### src/rtl/ps2_pkg.sv
// ps2_pkg
// Shared definitions for the PS/2 receive path: frame FSM state encoding
// and frame geometry constants.
//
// Contents:
//   ps2_state_t     FSM states IDLE, DATA, PARITY, STOP
//   PS2_DATA_BITS   data bits per frame (8)
//   PS2_FRAME_BITS  total bits per frame incl. start/parity/stop (11)
package ps2_pkg;

   localparam int PS2_DATA_BITS  = 8;
   localparam int PS2_FRAME_BITS = 11;

   typedef enum logic [1:0] {
      IDLE   = 2'd0,
      DATA   = 2'd1,
      PARITY = 2'd2,
      STOP   = 2'd3
   } ps2_state_t;

endpackage

### src/rtl/ps2_sync_edge.sv
// ps2_sync_edge
// Brings one raw pad signal into the system clock domain through a
// SYNC_STAGES flip-flop chain. With DEGLITCH > 0 the synchronised value
// must hold a new level for DEGLITCH consecutive cycles before it is
// accepted; with DEGLITCH = 0 the synchronised value is used directly.
// A one-cycle strobe marks each accepted 1->0 transition.
//
// Ports:
//   clk     in   system clock
//   resetn  in   synchronous active-low reset (chain and filter reset to 1)
//   raw     in   asynchronous pad signal
//   level   out  synchronised (and filtered) level
//   fall    out  1-cycle strobe on accepted falling transition
module ps2_sync_edge #(
   parameter int SYNC_STAGES = 2,
   parameter int DEGLITCH    = 4
) (
   input  logic clk,
   input  logic resetn,
   input  logic raw,
   output logic level,
   output logic fall
);

   logic [SYNC_STAGES-1:0] sync_q;
   logic                   synced;

   // Reset to 1 so an idle bus does not look like a falling edge on release.
   always_ff @(posedge clk) begin
      if (!resetn) begin
         sync_q <= '1;
      end else begin
         sync_q <= {sync_q[SYNC_STAGES-2:0], raw};
      end
   end

   assign synced = sync_q[SYNC_STAGES-1];

   generate
      if (DEGLITCH == 0) begin : g_plain
         logic prev_q;

         always_ff @(posedge clk) begin
            if (!resetn) begin
               prev_q <= 1'b1;
            end else begin
               prev_q <= synced;
            end
         end

         assign level = synced;
         assign fall  = prev_q & ~synced;
      end else begin : g_filter
         localparam int CW = (DEGLITCH > 1) ? $clog2(DEGLITCH) : 1;

         logic [CW-1:0] cnt_q;
         logic          level_q;
         logic          fall_q;

         // Count consecutive samples that disagree with the accepted level;
         // the DEGLITCH-th one flips the level. Any agreeing sample restarts
         // the count, so short glitches never reach the accepted level.
         always_ff @(posedge clk) begin
            if (!resetn) begin
               cnt_q   <= '0;
               level_q <= 1'b1;
               fall_q  <= 1'b0;
            end else begin
               fall_q <= 1'b0;
               if (synced != level_q) begin
                  if (cnt_q == CW'(DEGLITCH - 1)) begin
                     level_q <= synced;
                     cnt_q   <= '0;
                     fall_q  <= ~synced;
                  end else begin
                     cnt_q <= cnt_q + CW'(1);
                  end
               end else begin
                  cnt_q <= '0;
               end
            end
         end

         assign level = level_q;
         assign fall  = fall_q;
      end
   endgenerate

endmodule

### src/rtl/ps2_rx_frame.sv
// ps2_rx_frame
// PS/2 device-to-host frame receiver. Samples PS2_DAT on filtered PS2_CLK
// falling edges, assembles start + 8 data bits (LSB first) + parity + stop,
// and presents each good byte with a one-cycle strobe. Frames that stall
// longer than TIMEOUT_US between clock falls are aborted.
//
// Build option: define PS2_PARITY_CHECK_EN to reject frames whose odd
// parity is wrong; otherwise the parity bit is consumed and ignored.
//
// Ports:
//   CLOCK_50          in   system clock
//   Resetn            in   synchronous active-low reset
//   PS2_CLK           in   raw PS/2 clock (receive only)
//   PS2_DAT           in   raw PS/2 data (receive only)
//   received_data     out  last good byte, held until the next good frame
//   received_data_en  out  1-cycle strobe, received_data valid same cycle
//   frame_error       out  1-cycle strobe on an aborted or bad frame
//   busy              out  high while a frame is in progress
module ps2_rx_frame
   import ps2_pkg::*;
#(
   parameter int CLK_HZ      = 50_000_000,
   parameter int TIMEOUT_US  = 200,
   parameter int SYNC_STAGES = 2,
   parameter int DEGLITCH    = 4
) (
   input  logic       CLOCK_50,
   input  logic       Resetn,
   input  logic       PS2_CLK,
   input  logic       PS2_DAT,
   output logic [7:0] received_data,
   output logic       received_data_en,
   output logic       frame_error,
   output logic       busy
);

   localparam int TIMEOUT_CYCLES = CLK_HZ / 1_000_000 * TIMEOUT_US;
   localparam int TW             = $clog2(TIMEOUT_CYCLES);

   logic clk_fall;
   logic clk_level_unused;
   logic dat;
   logic dat_fall_unused;

   ps2_state_t               state_q, state_next;
   logic [PS2_DATA_BITS-1:0] shift_q, shift_next;
   logic [2:0]               cnt_q, cnt_next;
   logic [TW-1:0]            timer_q, timer_next;
   logic [7:0]               data_q, data_next;
   logic                     en_q, en_next;
   logic                     err_q, err_next;
   logic                     frame_ok;
`ifdef PS2_PARITY_CHECK_EN
   logic                     parity_q, parity_next;
`endif

   ps2_sync_edge #(
      .SYNC_STAGES (SYNC_STAGES),
      .DEGLITCH    (DEGLITCH)
   ) u_clk_sync (
      .clk    (CLOCK_50),
      .resetn (Resetn),
      .raw    (PS2_CLK),
      .level  (clk_level_unused),
      .fall   (clk_fall)
   );

   // Data only needs synchronising: it is sampled well inside a stable
   // window, so a glitch filter would only add skew against the clock path.
   ps2_sync_edge #(
      .SYNC_STAGES (SYNC_STAGES),
      .DEGLITCH    (0)
   ) u_dat_sync (
      .clk    (CLOCK_50),
      .resetn (Resetn),
      .raw    (PS2_DAT),
      .level  (dat),
      .fall   (dat_fall_unused)
   );

   // Stop bit must be 1; with checking enabled the 9 data+parity bits
   // must also contain an odd number of ones.
`ifdef PS2_PARITY_CHECK_EN
   assign frame_ok = dat & (^{shift_q, parity_q});
`else
   assign frame_ok = dat;
`endif

   always_ff @(posedge CLOCK_50) begin
      if (!Resetn) begin
         state_q <= IDLE;
         shift_q <= '0;
         cnt_q   <= '0;
         timer_q <= '0;
         data_q  <= '0;
         en_q    <= 1'b0;
         err_q   <= 1'b0;
`ifdef PS2_PARITY_CHECK_EN
         parity_q <= 1'b0;
`endif
      end else begin
         state_q <= state_next;
         shift_q <= shift_next;
         cnt_q   <= cnt_next;
         timer_q <= timer_next;
         data_q  <= data_next;
         en_q    <= en_next;
         err_q   <= err_next;
`ifdef PS2_PARITY_CHECK_EN
         parity_q <= parity_next;
`endif
      end
   end

   // A clock fall always takes priority over the timeout, so a fall landing
   // on the terminal count keeps the frame alive.
   always_comb begin
      state_next = state_q;
      shift_next = shift_q;
      cnt_next   = cnt_q;
      timer_next = timer_q;
      data_next  = data_q;
      en_next    = 1'b0;
      err_next   = 1'b0;
`ifdef PS2_PARITY_CHECK_EN
      parity_next = parity_q;
`endif

      if (state_q == IDLE) begin
         timer_next = '0;
         if (clk_fall && !dat) begin
            state_next = DATA;
            cnt_next   = '0;
            shift_next = '0;
         end
      end else if (clk_fall) begin
         timer_next = '0;
         case (state_q)
            DATA: begin
               shift_next[cnt_q] = dat;
               if (cnt_q == 3'(PS2_DATA_BITS - 1)) begin
                  state_next = PARITY;
               end else begin
                  cnt_next = cnt_q + 3'd1;
               end
            end
            PARITY: begin
`ifdef PS2_PARITY_CHECK_EN
               parity_next = dat;
`endif
               state_next = STOP;
            end
            STOP: begin
               if (frame_ok) begin
                  data_next = shift_q;
                  en_next   = 1'b1;
               end else begin
                  err_next = 1'b1;
               end
               state_next = IDLE;
            end
            default: state_next = IDLE;
         endcase
      end else if (timer_q == TW'(TIMEOUT_CYCLES - 1)) begin
         err_next   = 1'b1;
         state_next = IDLE;
         timer_next = '0;
      end else begin
         timer_next = timer_q + TW'(1);
      end
   end

   assign received_data    = data_q;
   assign received_data_en = en_q;
   assign frame_error      = err_q;
   assign busy             = (state_q != IDLE);

endmodule

### config.mk
export PLATFORM = sky130hd
export DESIGN_NAME = ps2_rx_frame
export DESIGN_NICKNAME = d
export VERILOG_FILES = /design/src/rtl/ps2_pkg.sv /design/src/rtl/ps2_sync_edge.sv /design/src/rtl/ps2_rx_frame.sv
export SDC_FILE = /design/constraint.sdc
export NUM_CORES = 1
export LEC_CHECK = 0
export BUFFER_PORTS_ARGS = -buffer_cell sky130_fd_sc_hd__buf_2
export CAP_MARGIN = 20
export CORE_MARGIN = 1
export CORE_UTILIZATION = 53
export DETAILED_ROUTE_END_ITERATION = 8
export MAX_ROUTING_LAYER = met4
export PLACE_DENSITY = 0.74
export SLEW_MARGIN = 20
export SYNTH_ARGS = -nofsm -noshare
export SYNTH_HDL_FRONTEND = slang
export SYNTH_HIERARCHICAL = 1
export SYNTH_SLANG_ARGS = --single-unit
### constraint.sdc
create_clock -name CLOCK_50 -period 1.5 [get_ports CLOCK_50]
set_input_delay 0.225 -clock CLOCK_50 [delete_from_list [all_inputs] [get_ports CLOCK_50]]
set_output_delay 0.225 -clock CLOCK_50 [all_outputs]
set_load 0.01 [all_outputs]
# Yosys cells after proc, flatten, opt, wreduce, memory -nomap -nowiden
# Cells that the tools add are included.
# W data, S select, Z words.
totals:
  regBits: 45
  inputBits: 4
  wordCells: 74
op_classes:
  addsub: 3
  order_cmp: 2
  eq_ne: 10
  muxes: 23
  bitwise: 6
  reduce_logical: 18
op_table:
  columns: ["cell", "count"]
  rows:
  - ["$mux W8", 4]
  - ["$mux W3", 5]
  - ["$add A14 B1 Y14 const B", 1]
  - ["$eq A14 B14 Y1 const B", 1]
  - ["$mux W2", 5]
  - ["$reduce_and A3 Y1", 3]
  - ["$bwmux W8", 1]
  - ["$reduce_and A4 Y1", 2]
  - ["$reduce_or A4 Y1", 2]
  - ["$eq A2 B2 Y1 const B", 3]
  - ["$mux W1", 6]
  - ["$not A1 Y1", 6]
  - ["$reduce_bool A2 Y1", 3]
  - ["$lt A3 B4 Y1 const B", 1]
  - ["$ne A4 B4 Y1 const B", 1]
  - ["$pmux W2 S2", 1]
  - ["$add A3 B1 Y3 const B", 1]
  - ["$demux W1 S3", 1]
  - ["$eq A3 B3 Y1 const B", 1]
  - ["$ge A3 B1 Y1 const B", 1]
  - ["$reduce_bool A3 Y1", 1]
  - ["$reduce_or A3 Y1", 1]
  - ["$add A2 B1 Y2 const B", 1]
  - ["$eq A2 B1 Y1 const B", 1]
  - ["8 further kinds", 9]

# Longest topological paths before layout
# Gate-level depths: netlist of the first run.
depth:
  word_depth: 8
  ltp_mapped: 8

# Cells and area by module
# The synthesis of the first run kept the hierarchy.
modules_own_cells:
  columns: ["mod", "instances", "cells_each", "area_each_um2", "seq_area_each_um2"]
  rows:
  - ["ps2_rx_frame", 1, 205, 1791.7, 740.7]
  - ["ps2_sync_edge (u_clk_sync)", 1, 15, 200.2, 120.1]
  - ["ps2_sync_edge (u_dat_sync)", 1, 7, 85.1, 60.1]

# Worst setup path before layout of the first run
# OpenSTA, ideal clock, no wires.
synth_path:
  path_kind: "register to register"
  from: "reg state_q[0]"
  to: "reg cnt_q[0]"
  arrival_ps: 1363
  setup_slack_ps: 21
  path_stages_with_launch: 8
  period_less_slack_ps: 1479
  cell_sequence: "dfxtp_1 > inv_1 > ha_1 > buf_2 > nor2b_1 > o21ai_1 > mux2i_1 > nor2b_1"
synth_between:
  elab_chain_cells: 3
  word_cells_on_any_way: 8
synth_rtl:
  columns: ["item", "line", "text"]
  rows:
  - ["start: declaration", "ps2_rx_frame.sv:45", "ps2_state_t state_q, state_next;"]
  - ["start signal: assignment", "ps2_rx_frame.sv:102", "state_q <= state_next;"]
  - ["$logic_not A2 Y1 / $eq A2 B1 Y1 (equally long branches)", "ps2_rx_frame.sv:129, ps2_rx_frame.sv:138", null]
  - ["$ne A2 B2 Y1 (no line), or another cell as far along", null, null]
  - ["$reduce_and A4 Y1 (no line)", null, null]
  - ["end signal: assignment", "ps2_rx_frame.sv:104", "cnt_q <= cnt_next;"]
  - ["end: declaration", "ps2_rx_frame.sv:47", "logic [2:0] cnt_q, cnt_next;"]
# Parallel ways exist; a longest one is shown, timed or not.
# A chain may end at the register's enable or synchronous reset.

# Worst setup path in the final report of the first run
layout_path:
  from: "reg cnt_q[0]"
  to: "reg cnt_q[0]"
layout_between:
  elab_chain_cells: 5
  word_cells_on_any_way: 8
layout_rtl:
  columns: ["item", "line", "text"]
  rows:
  - ["$add A3 B1 Y3", "ps2_rx_frame.sv:144", "cnt_next = cnt_q + 3'd1;"]
  - ["$mux W3", "ps2_rx_frame.sv:141", "if (cnt_q == 3'(PS2_DATA_BITS - 1)) begin"]
  - ["$mux W3", "ps2_rx_frame.sv:138", "case (state_q)"]
  - ["$mux W3", "ps2_rx_frame.sv:136", "end else if (clk_fall) begin"]
  - ["$mux W3", "ps2_rx_frame.sv:129", "if (state_q == IDLE) begin"]
# Parallel ways exist; a longest one is shown, timed or not. The select of a mux whose other input is x is not followed.

==> results.ini, run 1 <==
[outcome]
status = finished clean

[floorplanning]
start_util = 0.554
fp.dieW_um = 64.1
die_h_um = 64.1
core_area_sq_um = 3690
die_area_sq_um = 4110
rows = 22
ios = 15

[layout]
fill_cells = 320
layoutNonFillerInstCount = 305
multiInputGateArea_sq_um = 1150
drive_gt1_frac = 0.288
finish.instance_area_sq_um = 2490
regArea_sq_um = 906
final_nets = 269
syn_to_final_growth_pct = 21.8
n_antenna_cell = 0

[power]
vdd_drop_max_v = 0.000568
leakagePower_nw = 0.927
total_power_mw = 1.97
power_density_nw_per_um2 = 792

[setup_path]
crit_fanout = 3
cp.required_ns = 1.69
worstPathArrival_ns = 1.64
cp-end-kind = flip-flop
criticalPathCategory = reg -> reg
start_kind = flip-flop

[detailed_routing]
viasPerCell = 5.33
vias = 1626
wl_met2_um = 1860
route.detailed.drc = 0
finalWirelength_um = 3980
drtAntennaViolNets = 0
routedLengthMet1_um = 1900
wire_per_inst_um = 13.0
drt_first_iter_violations = 60
routed.top_layer = met4
met3WireLength_um = 148
dr.pass1.iters = 4

[placement]
hpwl_um = 2690
placed_area_sq_um = 2270
gp_congestion = 0.878
portBuffers = 14
placed_cells = 295

[clock_network]
ctsHoldBuffers = 0
cts_sinks = 45
cts_buffers = 5
clockRootBuffer = clkbuf_8
clockBufferDepth = 2
path_clk_slew_ns = 0.07
clk_latency_ns = 0.30
htree_levels = 2
tritoncts = built

[yosys]
synth_cells = 224
synth_nets = 236
avgSynthCellArea_sq_um = 9.13
synth_area_sq_um = 2040
yosys_warnings = 6

[sta]
skew_ns = 0.00748
setup_viol_count_final = 0
drv_slew = 0
final.min_clock_period_ns = 1.45
max_freq_mhz = 687
finalHoldViolCount = 0
setup_tns_ns = 0
hold_ws_ns = 0.106
slew_headroom = 0.693
fin_crit_sh = 0.970
worst_pin_slew_ns = 0.457

[global_route]
grt_max_degree = 23
grt_pass1_wl_um = 6870
antenna_found_initial = 0
grtUsageTotal = 0.225
overflow = 0
grt_pass1_vias = 1551

[run]
cap_violations = 0

[min_path]
hold_path_class = in -> reg

-- critical path: stages, from the launching register on --
cell	delay, ns
dfxtp_1	0.32
ha_1	0.21
ha_1	0.23
nor3b_1	0.24
o21ai_2	0.11
mux2i_1	0.18
nor2b_1	0.06
-- layout make-up --
cell class              instances  share of cell area
flip-flops and latches         45               0.364
multi-input cells             163               0.464
clock buffers                   7              0.0347
inverters                       8              0.0121
well taps                      48              0.0241
repair buffers                 34               0.102
-- timing repair --
item / CTS / global route
setup endpoints to repair: 19 / 34
cloned: 0 / 1
pin swaps: 1 / 2
resized for setup: 8 / 20
buffers inserted: 0 / 2
-- flip-flops by register name, indices dropped and copies added, names as in the netlist --
name,count
state_q,2
u_clk_sync/g_filter.cnt_q,2
cnt_q,3
u_dat_sync/sync_q,2
frame_error,1
timer_q,14
u_clk_sync/level,1
u_clk_sync/sync_q,2
shift_q,8
u_clk_sync/fall,1
received_data_en,1
received_data,8
-- through the flow --
stage	utilization	setup WS, ns
2_1_floorplan	-	0.0237
3_3_place_gp	0.616	-0.0149
3_5_place_dp	0.616	-0.0875
4_1_cts	0.646	0.0208
5_1_grt	0.675	-0.0250
6_report	0.675	0.0452
-- layer usage --
layer | vias up | track usage
li1 | 836 | -
met1 | 756 | 0.268
met2 | 27 | 0.364
met3 | 7 | 0.0589
met4 | 0 | 0.0833
met5 | - | -
-- power breakdown --
| group | switching [mW] | internal [mW] | total, mW |
|---|---|---|---|
| Sequential | 0.00349 | 1.20 | 1.20 |
| Clock | 0.373 | 0.365 | 0.738 |
| Combinational | 0.0154 | 0.0162 | 0.0316 |
-- worst paths after layout --
| path | startpoint | slack, ns | endpoint | cells past startpoint |
|---|---|---|---|---|
| worst min register to register | u_dat_sync/sync_q[0] | 0.42 | u_dat_sync/sync_q[1] | 1 |
| worst min-delay path | PS2_DAT | 0.11 | u_dat_sync/sync_q[0] | 2 |
| worst max register to register | cnt_q[0] | 0.05 | cnt_q[0] | 6 |
| worst max-delay path | cnt_q[0] | 0.05 | cnt_q[0] | 6 |
-- placed cells by master (no fill, tap or decap), types with 3 or more instances in the layout --
| cell type | instances |
|---|---|
| dfxtp_1 | 41 |
| a21boi_0 | 10 |
| clkbuf_8 | 6 |
| a21boi_1 | 9 |
| inv_1 | 6 |
| buf_4 | 17 |
| nand2b_1 | 5 |
| buf_2 | 14 |
| and3_1 | 3 |
| nand4_1 | 6 |
| xnor2_1 | 9 |
| dfxtp_2 | 4 |
| nand3_1 | 8 |
| ha_1 | 5 |
| nor3_1 | 6 |
| o21ai_0 | 12 |
| nor2_2 | 11 |
| xor2_1 | 4 |
| a21oi_1 | 7 |
| nand2_1 | 27 |
| nor2_1 | 6 |
| nor2b_1 | 4 |
(Power assumes the default switching activity.)
==> inputs of run 2 (changes only) <==
- GPL_TIMING_DRIVEN: not set -> 0
- SLEW_MARGIN: 20 -> not set
==> run 2 against run 1 <==
Total power rose by 6.7%. Sequential share of layout area fell by 0.77 points. Sequential cell count did not move. Hold slack got worse by 0.0012 ns. Clock skew fell by 0.0017 ns. Die area did not move. Final cell count fell by 0.66%. Register-to-register slack barely moved. Via count rose by 1.2%. Wire length rose by 7.0%. Critical endpoint is now busy.
==> results.ini, run 2 (synthesis results as in run 1) <==
[outcome]
status = finished clean

[sta]
finalHoldViolCount = 0
final.min_clock_period_ns = 1.46
slew_headroom = 0.676
max_freq_mhz = 683
rsz0062_at_grt = true
setup_viol_count_final = 0
drv_slew = 0
setup_tns_ns = 0
fin_crit_sh = 0.976
hold_ws_ns = 0.105
skew_ns = 0.00578
worst_pin_slew_ns = 0.486

[global_route]
grt_pass1_vias = 1437
grtUsageTotal = 0.206
grt_max_degree = 15
overflow = 0
grt_pass1_wl_um = 6310
antenna_found_initial = 0

[power]
vdd_drop_max_v = 0.000599
power_density_nw_per_um2 = 820
leakagePower_nw = 0.916

[detailed_routing]
drt_first_iter_violations = 93
route.detailed.drc = 0
dr.pass1.iters = 4
wire_per_inst_um = 14.0
drtAntennaViolNets = 0
finalWirelength_um = 4260
vias = 1646
viasPerCell = 5.43

[clock_network]
clockBufferDepth = 2
clockRootBuffer = clkbuf_8
cts_sinks = 45
htree_levels = 2
path_clk_slew_ns = 0.08
clk_latency_ns = 0.30
tritoncts = built
ctsHoldBuffers = 0
cts_buffers = 5

[layout]
mostFrequentLayoutCell = dfxtp_1
drive_gt1_frac = 0.333
layout_common_cells = 39 x dfxtp_1, 26 x nand2_1, 16 x buf_2, 12 x a21boi_1, 12 x o21ai_0
largest_reg_flops = 14
finish.instance_area_sq_um = 2570
layoutNonFillerInstCount = 303
fin_util = 0.696
final_nets = 267
syn_to_final_growth_pct = 25.5
n_antenna_cell = 0
largest-register = timer_q

[floorplanning]
start_util = 0.554
rows = 22
fp.dieW_um = 64.1
die_h_um = 64.1
ios = 15
core_area_sq_um = 3690
die_area_sq_um = 4110

[setup_path]
cp-end-kind = output port
crit_chain = inv_2, ha_4, buf_6, inv_4, buf_2
worstPathArrival_ns = 1.24
start_kind = flip-flop
cp_slowest_cell = dfxtp_2
crit_fanout = 6
criticalPathCategory = reg -> out
cp_slowest_stage_delay_ns = 0.36
cp.required_ns = 1.27

[placement]
placed_cells = 286
hpwl_um = 2560
gp_congestion = 0.896
portBuffers = 14
placed_area_sq_um = 2170

[min_path]
hold_path_class = in -> reg

[run]
cap_violations = 0

-- run 2: per-stage QoR --
stage / total power, mW / setup slack [ns]
final: 2.10 / 0.0364
after global routing: 2.18 / -0.0179
after CTS: 2.12 / 0.00145
after detailed placement: 1.26 / -0.219
after global placement: 1.26 / -0.173
after floorplan: 1.25 / 0.0237
-- run 2: critical path: cells and delay by family, from the launching register on --
family / cells / cell delay [ns]
buffers and inverters: 4 / 0.42
flip-flops: 1 / 0.36
adder cells (fa/ha/maj): 1 / 0.16
-- run 2: repair_timing --
item,4_1_cts,5_1_grt
setup buffers,4,3
gates resized for setup,22,42
setup endpoints to repair,33,37
pin swaps,3,7
gates cloned,0,3
-- run 2: per-layer routing --
| layer | part of all wire | vias to the layer above | track usage | wire, um |
|---|---|---|---|---|
| met5 | 0 | - | - | 0 |
| met1 | 0.47 | 773 | 0.252 | 2000 |
| met2 | 0.48 | 28 | 0.323 | 2040 |
| met3 | 0.034 | 7 | 0.0554 | 143 |
| li1 | - | 838 | - | - |
| met4 | 0.017 | 0 | 0.0833 | 74 |
-- run 2: final timing paths --
check                            start                   end  slack [ns]  cells after the start
setup reg to reg            timer_q[0]            timer_q[9]        0.04                      6
hold / removal                 PS2_DAT  u_dat_sync/sync_q[0]        0.11                      2
setup / recovery            state_q[1]                  busy        0.04                      5
hold reg to reg   u_clk_sync/sync_q[0]  u_clk_sync/sync_q[1]        0.42                      1
-- run 2: layout make-up --
type / count / area [sq um]
Buffer: 8 / 60.1
Clock buffer: 5 / 68.8
Clock inverter: 2 / 35.0
Fill cell: 287 / 1120
Inverter: 8 / 32.5
Multi-Input combinational cell: 163 / 1240
Sequential cell: 45 / 913
Tap cell: 48 / 60.1
Timing Repair Buffer: 24 / 160
-- run 2: where the power goes --
group,switching [mW],leakage (nW),internal (mW)
Sequential,0.00448,0.367,1.20
Clock,0.387,0.0540,0.484
Combinational,0.0179,0.495,0.0167
==> inputs of run 3 (changes only) <==
- CORE_UTILIZATION: 53 -> 55
- CTS_BUF_LIST: not set -> sky130_fd_sc_hd__clkbuf_8
- PLACE_DENSITY: 0.74 -> 0.77
==> run 3 against run 2 <==
Count of clock-buffer cells in the layout did not move. Worst setup slack improved by 0.012 ns. Critical path depth rose by 1. Hold slack improved by 0.0077 ns. Wire length fell by 6.2%. Register-to-register slack barely moved. Core utilization rose by 2.2 points. Clock skew rose by 0.0037 ns. Critical endpoint is now shift_q[4]. Largest power group unchanged.
==> results.ini, run 3 (synthesis results as in run 1) <==
[sta]
setup_viol_count_final = 0
worst_pin_slew_ns = 0.463
setup_tns_ns = 0
drv_slew = 0
skew_ns = 0.00949
final.min_clock_period_ns = 1.45
hold_ws_ns = 0.113
max_freq_mhz = 689
fin_crit_sh = 0.967
finalHoldViolCount = 0
slew_headroom = 0.691

[clock_network]
ctsHoldBuffers = 0
tritoncts = built
clockRootBuffer = clkbuf_8
clk_latency_ns = 0.29
cts_sinks = 45
clockBufferDepth = 2
cts_buffers = 5
path_clk_slew_ns = 0.08
htree_levels = 2

[setup_path]
worstPathArrival_ns = 1.68
crit_chain = buf_4, ha_1, nor2b_2, o21ai_4, o21ai_1, a21boi_0
criticalPathCategory = reg -> reg
crit_fanout = 8
cp_slowest_stage_delay_ns = 0.34
start_kind = flip-flop
cp.required_ns = 1.72
rr_worst_depth = 6
cp_slowest_cell = dfxtp_2
cp-end-kind = flip-flop

[global_route]
grt_busiest_layer = met2
grt_pass1_vias = 1523
gr-usage-met2 = 0.333
grt_max_degree = 15
grt_util_met3 = 0.0511
antenna_found_initial = 0
grtUsageTotal = 0.218
gr-usage-met1 = 0.272
overflow = 0
grt_pass1_wl_um = 6590

[floorplanning]
start_util = 0.594
fp.dieW_um = 63.0
rows = 21
die_area_sq_um = 3970
ios = 15
core_area_sq_um = 3440
die_h_um = 63.0

[detailed_routing]
drt_first_iter_violations = 120
wire_per_inst_um = 13.3
drtAntennaViolNets = 0
vias = 1621
finalWirelength_um = 3990
dr.pass1.iters = 6
viasPerCell = 5.39
route.detailed.drc = 0

[layout]
layoutNonFillerInstCount = 301
largest-register = timer_q
mostFrequentLayoutCell = dfxtp_1
fill_cells = 258
drive_gt1_frac = 0.318
final_nets = 267
layout_common_cells = 40 x dfxtp_1, 27 x nand2_1, 15 x buf_2, 11 x nor2_2
regArea_sq_um = 910
syn_to_final_growth_pct = 20.9
fin_util = 0.718
n_antenna_cell = 0
largest_reg_flops = 14
multiInputGateArea_sq_um = 1160

[power]
leakagePower_nw = 0.885
vdd_drop_max_v = 0.000679
power_density_nw_per_um2 = 854
total_power_mw = 2.11

[placement]
gp_congestion = 0.868
portBuffers = 14
hpwl_um = 2610
placed_cells = 284

[outcome]
status = finished clean

[min_path]
holdPathStages = 2
hold_path_class = in -> reg

[run]
cap_violations = 0

run 3: changes by cell type in the layout (fill, tap and decap cells not counted), moves of 2 or more:
cell      change
ha_4          -2
nor3_4        -2
a21boi_1      -2
nor3_2        +2
buf_4         +2
o21ai_1       +9
o21ai_0       -9
run 3: repair_timing:
item,in CTS,in global routing
gates cloned,0,2
endpoints found under the setup margin,33,37
resized for setup,19,41
pin swaps,2,7
buffers inserted,4,4
run 3: layout make-up:
class	count	area share
tap	46	0.0233
multi-input combinational	163	0.471
clock inverter	2	0.0142
inverter	8	0.0132
sequential	45	0.368
timing repair buffer	24	0.0577
clock buffer	5	0.0278
buffer	8	0.0248
run 3: worst max-delay path, delay by kind of cell, from the launching register on:
family          cells  cell delay, ns
buf+inv             1            0.13
compound gates      3            0.49
simple gates        1            0.19
flops               1            0.34
fa+ha+maj           1            0.24
run 3: path summary, 6_finish.rpt:
kind	slack, ns	to	startpoint
setup / recovery	0.05	shift_q[4]	state_q[0]
hold / removal	0.11	u_dat_sync/sync_q[0]	PS2_DAT
setup reg to reg	0.05	shift_q[4]	state_q[0]
hold reg to reg	0.42	u_clk_sync/sync_q[1]	u_clk_sync/sync_q[0]
run 3: metal layers:
| layer | routed length [um] | part of all wire | up-vias |
|---|---|---|---|
| li1 | - | - | 834 |
| met1 | 1960 | 0.49 | 752 |
| met2 | 1860 | 0.46 | 31 |
| met3 | 137 | 0.034 | 4 |
| met4 | 38 | 0.0095 | 0 |
| met5 | 0 | 0 | - |
run 3: where the power goes:
| group | switching [mW] | internal [mW] |
|---|---|---|
| registers | 0.00404 | 1.20 |
| logic | 0.0171 | 0.0168 |
| clock network | 0.391 | 0.484 |
run 3: metrics by stage:
step           setup WS, ns  area (sq um)
6_report             0.0489          2470
5_1_grt             -0.0235          2470
3_3_place_gp         -0.152          2170
4_1_cts              0.0109          2360
2_1_floorplan        0.0237          2040
3_5_place_dp         -0.203          2170
